<file path="config.mk">
export PLATFORM = sky130hd
export DESIGN_NAME = spi_slave_responder
export DESIGN_NICKNAME = d
export VERILOG_FILES = /design/src/rtl/spi_slave_responder.sv
export SDC_FILE = /design/constraint.sdc
export NUM_CORES = 1
export LEC_CHECK = 0
export ABC_AREA = 0
export BUFFER_PORTS_ARGS = -buffer_cell sky130_fd_sc_hd__buf_2
export CAP_MARGIN = 20
export CORE_ASPECT_RATIO = 0.6
export CORE_MARGIN = 2
export CORE_UTILIZATION = 43
export CTS_CLUSTER_SIZE = 28
export DETAILED_ROUTE_END_ITERATION = 8
export SETUP_SLACK_MARGIN = 0.3
export SLEW_MARGIN = 20
export SYNTH_ARGS = -nofsm -noshare
export SYNTH_HDL_FRONTEND = slang
export SYNTH_SLANG_ARGS = --single-unit
</file>
<file path="constraint.sdc">
create_clock -name clk -period 1.9 [get_ports clk]
set_clock_uncertainty 0.05 [all_clocks]
set_input_delay 0.095 -clock clk [delete_from_list [all_inputs] [get_ports clk]]
set_output_delay 0.095 -clock clk [all_outputs]
set_load 0.01 [all_outputs]
</file>
<file path="src/rtl/spi_slave_responder.sv">
// SPI mode-0 target: oversampled pins, one-word TX holding register,
// one-cycle RX strobe.
//
// Ports:
//   clk, rst            system clock, async active-high reset
//   spi_sclk/mosi/ss_n  asynchronous SPI pins from the master
//   spi_miso, _oe       slave-out data and its enable (high while selected)
//   tx_data/valid/ready holding-register write handshake
//   rx_data, rx_valid   last complete word and its one-cycle strobe
//   tx_underrun         pulse when FILL was loaded instead of user data
//   frame_active        synchronized, inverted SS_n
module spi_slave_responder #(
  parameter int              WIDTH = 8,
  parameter logic [WIDTH-1:0] FILL = 8'hFF
) (
  input  logic             clk,
  input  logic             rst,
  input  logic             spi_sclk,
  input  logic             spi_mosi,
  input  logic             spi_ss_n,
  output logic             spi_miso,
  output logic             spi_miso_oe,
  input  logic [WIDTH-1:0] tx_data,
  input  logic             tx_valid,
  output logic             tx_ready,
  output logic [WIDTH-1:0] rx_data,
  output logic             rx_valid,
  output logic             tx_underrun,
  output logic             frame_active
);

  localparam int CW = $clog2(WIDTH + 1);
  localparam logic [CW-1:0] LAST = CW'(WIDTH - 1);

  typedef enum logic {
    IDLE,
    ACTIVE
  } state_t;

  // Two sync stages per pin; the third stage on sclk/ss_n is the
  // previous value for edge detection.
  logic sclk_q1, sclk_q2, sclk_q3;
  logic ss_q1, ss_q2, ss_q3;
  logic mosi_q1, mosi_q2;

  always_ff @(posedge clk or posedge rst) begin
    if (rst) begin
      sclk_q1 <= 1'b0;
      sclk_q2 <= 1'b0;
      sclk_q3 <= 1'b0;
      ss_q1   <= 1'b1;
      ss_q2   <= 1'b1;
      ss_q3   <= 1'b1;
      mosi_q1 <= 1'b0;
      mosi_q2 <= 1'b0;
    end else begin
      sclk_q1 <= spi_sclk;
      sclk_q2 <= sclk_q1;
      sclk_q3 <= sclk_q2;
      ss_q1   <= spi_ss_n;
      ss_q2   <= ss_q1;
      ss_q3   <= ss_q2;
      mosi_q1 <= spi_mosi;
      mosi_q2 <= mosi_q1;
    end
  end

  logic sclk_rise, sclk_fall, ss_fall, ss_rise;

  assign sclk_rise = sclk_q2 & ~sclk_q3;
  assign sclk_fall = ~sclk_q2 & sclk_q3;
  assign ss_fall   = ~ss_q2 & ss_q3;
  assign ss_rise   = ss_q2 & ~ss_q3;

  state_t           state_q, state_d;
  logic [CW-1:0]    bit_cnt_q, bit_cnt_d;
  logic [WIDTH-1:0] sin_q, sin_d;
  logic [WIDTH-1:0] sout_q, sout_d;
  logic             word_done_q, word_done_d;
  logic [WIDTH-1:0] hold_q, hold_d;
  logic             hold_full_q, hold_full_d;
  logic [WIDTH-1:0] rx_data_q, rx_data_d;
  logic             rx_valid_q, rx_valid_d;
  logic             unr_q, unr_d;
  logic             load;
  logic             wr;

  always_comb begin
    state_d     = state_q;
    bit_cnt_d   = bit_cnt_q;
    sin_d       = sin_q;
    sout_d      = sout_q;
    word_done_d = word_done_q;
    hold_d      = hold_q;
    hold_full_d = hold_full_q;
    rx_data_d   = rx_data_q;
    rx_valid_d  = 1'b0;
    unr_d       = 1'b0;
    load        = 1'b0;
    wr          = tx_valid & ~hold_full_q;

    unique case (state_q)
      IDLE: begin
        if (ss_fall) begin
          state_d     = ACTIVE;
          bit_cnt_d   = '0;
          word_done_d = 1'b0;
          load        = 1'b1;
        end
      end
      ACTIVE: begin
        // Deselect wins over any SCLK edge seen in the same cycle.
        if (ss_rise) begin
          state_d     = IDLE;
          bit_cnt_d   = '0;
          word_done_d = 1'b0;
        end else if (sclk_rise) begin
          sin_d     = {sin_q[WIDTH-2:0], mosi_q2};
          bit_cnt_d = bit_cnt_q + CW'(1);
          if (bit_cnt_q == LAST) begin
            rx_data_d   = sin_d;
            rx_valid_d  = 1'b1;
            word_done_d = 1'b1;
          end
        end else if (sclk_fall) begin
          if (word_done_q) begin
            load        = 1'b1;
            word_done_d = 1'b0;
            bit_cnt_d   = '0;
          end else begin
            sout_d = {sout_q[WIDTH-2:0], 1'b0};
          end
        end
      end
    endcase

    // A word written in the same cycle as a load is not bypassed:
    // the load sees the old (empty) holding register.
    if (load) begin
      if (hold_full_q) begin
        sout_d      = hold_q;
        hold_full_d = 1'b0;
      end else begin
        sout_d = FILL;
        unr_d  = 1'b1;
      end
    end

    if (wr) begin
      hold_d      = tx_data;
      hold_full_d = 1'b1;
    end
  end

  always_ff @(posedge clk or posedge rst) begin
    if (rst) begin
      state_q     <= IDLE;
      bit_cnt_q   <= '0;
      sin_q       <= '0;
      sout_q      <= '0;
      word_done_q <= 1'b0;
      hold_q      <= '0;
      hold_full_q <= 1'b0;
      rx_data_q   <= '0;
      rx_valid_q  <= 1'b0;
      unr_q       <= 1'b0;
    end else begin
      state_q     <= state_d;
      bit_cnt_q   <= bit_cnt_d;
      sin_q       <= sin_d;
      sout_q      <= sout_d;
      word_done_q <= word_done_d;
      hold_q      <= hold_d;
      hold_full_q <= hold_full_d;
      rx_data_q   <= rx_data_d;
      rx_valid_q  <= rx_valid_d;
      unr_q       <= unr_d;
    end
  end

  assign spi_miso_oe  = (state_q == ACTIVE);
  assign spi_miso     = (state_q == ACTIVE) & sout_q[WIDTH-1];
  assign tx_ready     = ~hold_full_q;
  assign rx_data      = rx_data_q;
  assign rx_valid     = rx_valid_q;
  assign tx_underrun  = unr_q;
  assign frame_active = ~ss_q3;

endmodule

</file>
==> metrics.md <==
| Metric | Value |
|---|---|
| Outcome | `finished clean` |
| Post-route ant nets | `0` |
| # diodes | `0` |
| Area contributors post-synth | `dfrtp_1 58%, mux2_2 13%, o21ai_0 5.1%, dfstp_2 4.0%, nor3b_1 2.7%` |
| Via count | `1328` |
| FF+latch count, synth | `48` |
| Initial antenna violation count | `0` |
| RSZ-0062 raised after global routing | `true` |
| Ys Warns | `0` |
| Die width | `91.0 um` |
| Clk pin slew, worst setup/hold paths | `about 0.09 ns` |
| Die area | `0.00511 sq mm` |
| Num CTS Buffers | `5` |
| DRC Markers | `0` |
| Area growth, synth to finish | `32.8%` |
| Setup Viol. Count Final | `0` |
| Pins Over Slew Limit | `0` |
| Vias per Instance | `4.99` |
| Core ar. | `0.00423 sq mm` |
| CTS Root Cell | `clkbuf_8` |
| Max-cap check violation count | `0` |
| Worst setup margin | `roughly 0.26 ns` |
| Worst-Margin Slew | `slightly below 0.6 ns` |
| Int Pwr | `1.95 mW` |
| Comb power frac | `a little under a fifth` |
| H-tree depth | `2` |
| Vias in the first global route | `1299` |
| Distinct cells, synth | `33` |
| Share of the synthesized area in the top cell type | `57.7%` |
| Final min period | `1.64 ns` |
| Gr ovfl total | `0` |
| IO Pins | `28` |
| 1st-pass router iterations | `3` |
| CTS tree | `built` |
| Max transition margin | `61.0%` |
| Mapped Area | `0.00195 sq mm` |
| Worst-Skew Late Latency | `0.30 ns` |
| Clock Power Share | `27.8%` |
| Post-Syn Instances | `roughly 150` |
| WP buf/inv | `1` |
| CTS Buffer Depth | `2` |
| Sequential area share after synthesis | `61.8%` |
| Pre-CTS WS | `0.131 ns` |
| Hold Worst Slack | `approximately 0.27 ns` |
| Share of cells above drive strength 1 | `a little under half` |
| Post-Syn Area per Cell | `12.7 sq um` |
| Worst-path cell chain | `inv_1 -> or3_1 -> nand2_1 -> o2bb2a_1` |
| Worst-path fanout max | `6` |
| Setup crit start kind | `flip-flop` |
| Most common cell after layout, fill and taps aside | `dfrtp_1` |
| Seq pwr share | `53.0%` |
| Total track usage | `between 10% and 20%` |
| Final period utilization | `86.2%` |
| CP Capture Type | `flip-flop` |
| Family with the most delay on the worst path | `flip-flops` |
| Net switching power | `roughly 0.75 mW` |
| CP arrival | `1.77 ns` |
| # rows | `18` |
| Nets@finish | `between 200 and 250` |
| Crit path kind | `reg2reg` |
| Top cell type by total area after synthesis | `dfrtp_1` |
| PwrDens | `1040 mW/mm^2` |
| VDD IR-drop max | `around 0.63 mV` |
| Worst path max stage delay | `0.61 ns` |
| LEAKAGE | `1.23 nW` |
| Commonest cells after routing, fill and taps aside | `43 x dfrtp_1, 27 x buf_2, 23 x mux2_2` |
| Initial core utilization | `46.1%` |
| Sw Share | `27.8%` |
| Wirelength per Cell | `about 14 um` |
| GPL Wtd Cong | `0.782` |
| IO buf count | `27` |
| Highest achievable clock rate | `0.610 GHz` |
| Hold WC Path Type | `in2reg` |
| Pin count of the biggest net entering global routing | `28` |
| Fin. Hold Viols | `0` |
| First DRT Iteration DRCs | `43` |
| Slowest cell on the critical path | `dfstp_2` |
| DIE HEIGHT | `56.2 um` |
| Hpwl dp | `around 2400 um` |
| First-pass GRT wire length | `6200 um` |
| Total Wirelength | `3790 um` |
| Total clock sinks | `48` |
| Post-Syn Nets | `~170` |
| Worst EP required | `~2.0 ns` |
| TNS Setup | `0 ns` |
final cells by class:
class,instances,area (sq um)
clock inverter,3,46.3
tap,60,75.1
sequential,48,1210
timing repair buffer,49,347
multi-input combinational,96,827
fill,361,1640
clock buffer,5,68.8
inverter,5,18.8
routing by layer:
metal	track usage [%]	vias to the layer above	routed length (um)
met2	22.5	20	1640
met5	0	-	0
met3	5.01	5	122
met4	4.55	0	26
li1	-	649	-
met1	21.9	654	2000
power groups by stage:
stage	clock network, mW	logic (mW)	registers, mW
2_1_floorplan	0	0.342	1.39
3_5_place_dp	0	0.443	1.44
3_3_place_gp	0	0.421	1.43
6_report	0.751	0.518	1.43
4_1_cts	0.768	0.471	1.43
5_1_grt	0.821	0.578	1.47
worst min-delay path: stages:
cell and delay (ns):
buf_2 0.07, nor2b_1 0.11, buf_4 0.18, o21bai_1 0.12
state kept, by name, indices dropped and copies added (netlist names), 4 cells and up:
register / flops
hold_q: 8
sin_q: 7
bit_cnt_q: 4
sout_q: 8
rx_data: 8
cell families after synthesis:
group / count (synthesis) / share of synthesized area, %
XOR/XNOR: 1 / 0.449
adder cells (fa/ha/maj): 1 / 0.641
flip-flops: 48 / 61.8
AND/OR/NAND/NOR: 39 / 11.7
multiplexers: 23 / 13.3
buffers and inverters: 11 / 2.69
AO/OA/AOI/OAI: 30 / 9.49
worst paths after layout:
path,startpoint,endpoint,slack [ns],cells after the start
setup / recovery,ss_q3,word_done_q,0.26,4
hold / removal,tx_valid,hold_full_q,0.27,4
setup reg to reg,ss_q3,word_done_q,0.26,4
hold reg to reg,sclk_q1,sclk_q2,0.31,0
max in group asynchronous,rst,ss_q3,0.86,4
min in group asynchronous,rst,mosi_q1,0.34,3
cell usage after synthesis:
cell type,n
dfrtp_1,45
mux2_2,23
o21ai_0,20
nand2_1,12
nor3b_1,7
inv_1,5
nand3_1,4
dfstp_2,3
nor2b_1,3
a21oi_1,2
and2_1,2
buf_2,2
clkbuf_1,2
nor2_1,2
o31ai_1,2
or3_1,2
a311o_1,1
a311oi_2,1
a31o_2,1
and2b_1,1
and3b_1,1
buf_6,1
clkbuf_2,1
ha_1,1
nand2b_1,1
nand3b_1,1
nor3b_2,1
nor4bb_1,1
o21bai_1,1
o2bb2a_1,1
o311ai_0,1
or2_1,1
xor2_1,1
timing repair:
action / CTS / global route
gates resized for setup: 6 / 32
hold endpoints to repair: 37 / 0
cloned: 0 / 2
hold buffers: 12 / 0
buffers inserted: 1 / 5
pin swaps: 1 / 5
setup endpoints to repair: 16 / 27
stage by stage:
step	util (%)	power, mW	instances	area [sq um]
finish	61.2	2.70	266	2590
global route	61.2	2.87	266	2590
CTS	57.6	2.67	259	2440
detailed placement	51.2	1.89	238	2170
global placement	51.2	1.85	238	2170
floorplan	-	1.73	153	1950
Note: power is estimated with default switching activity, not from simulation.
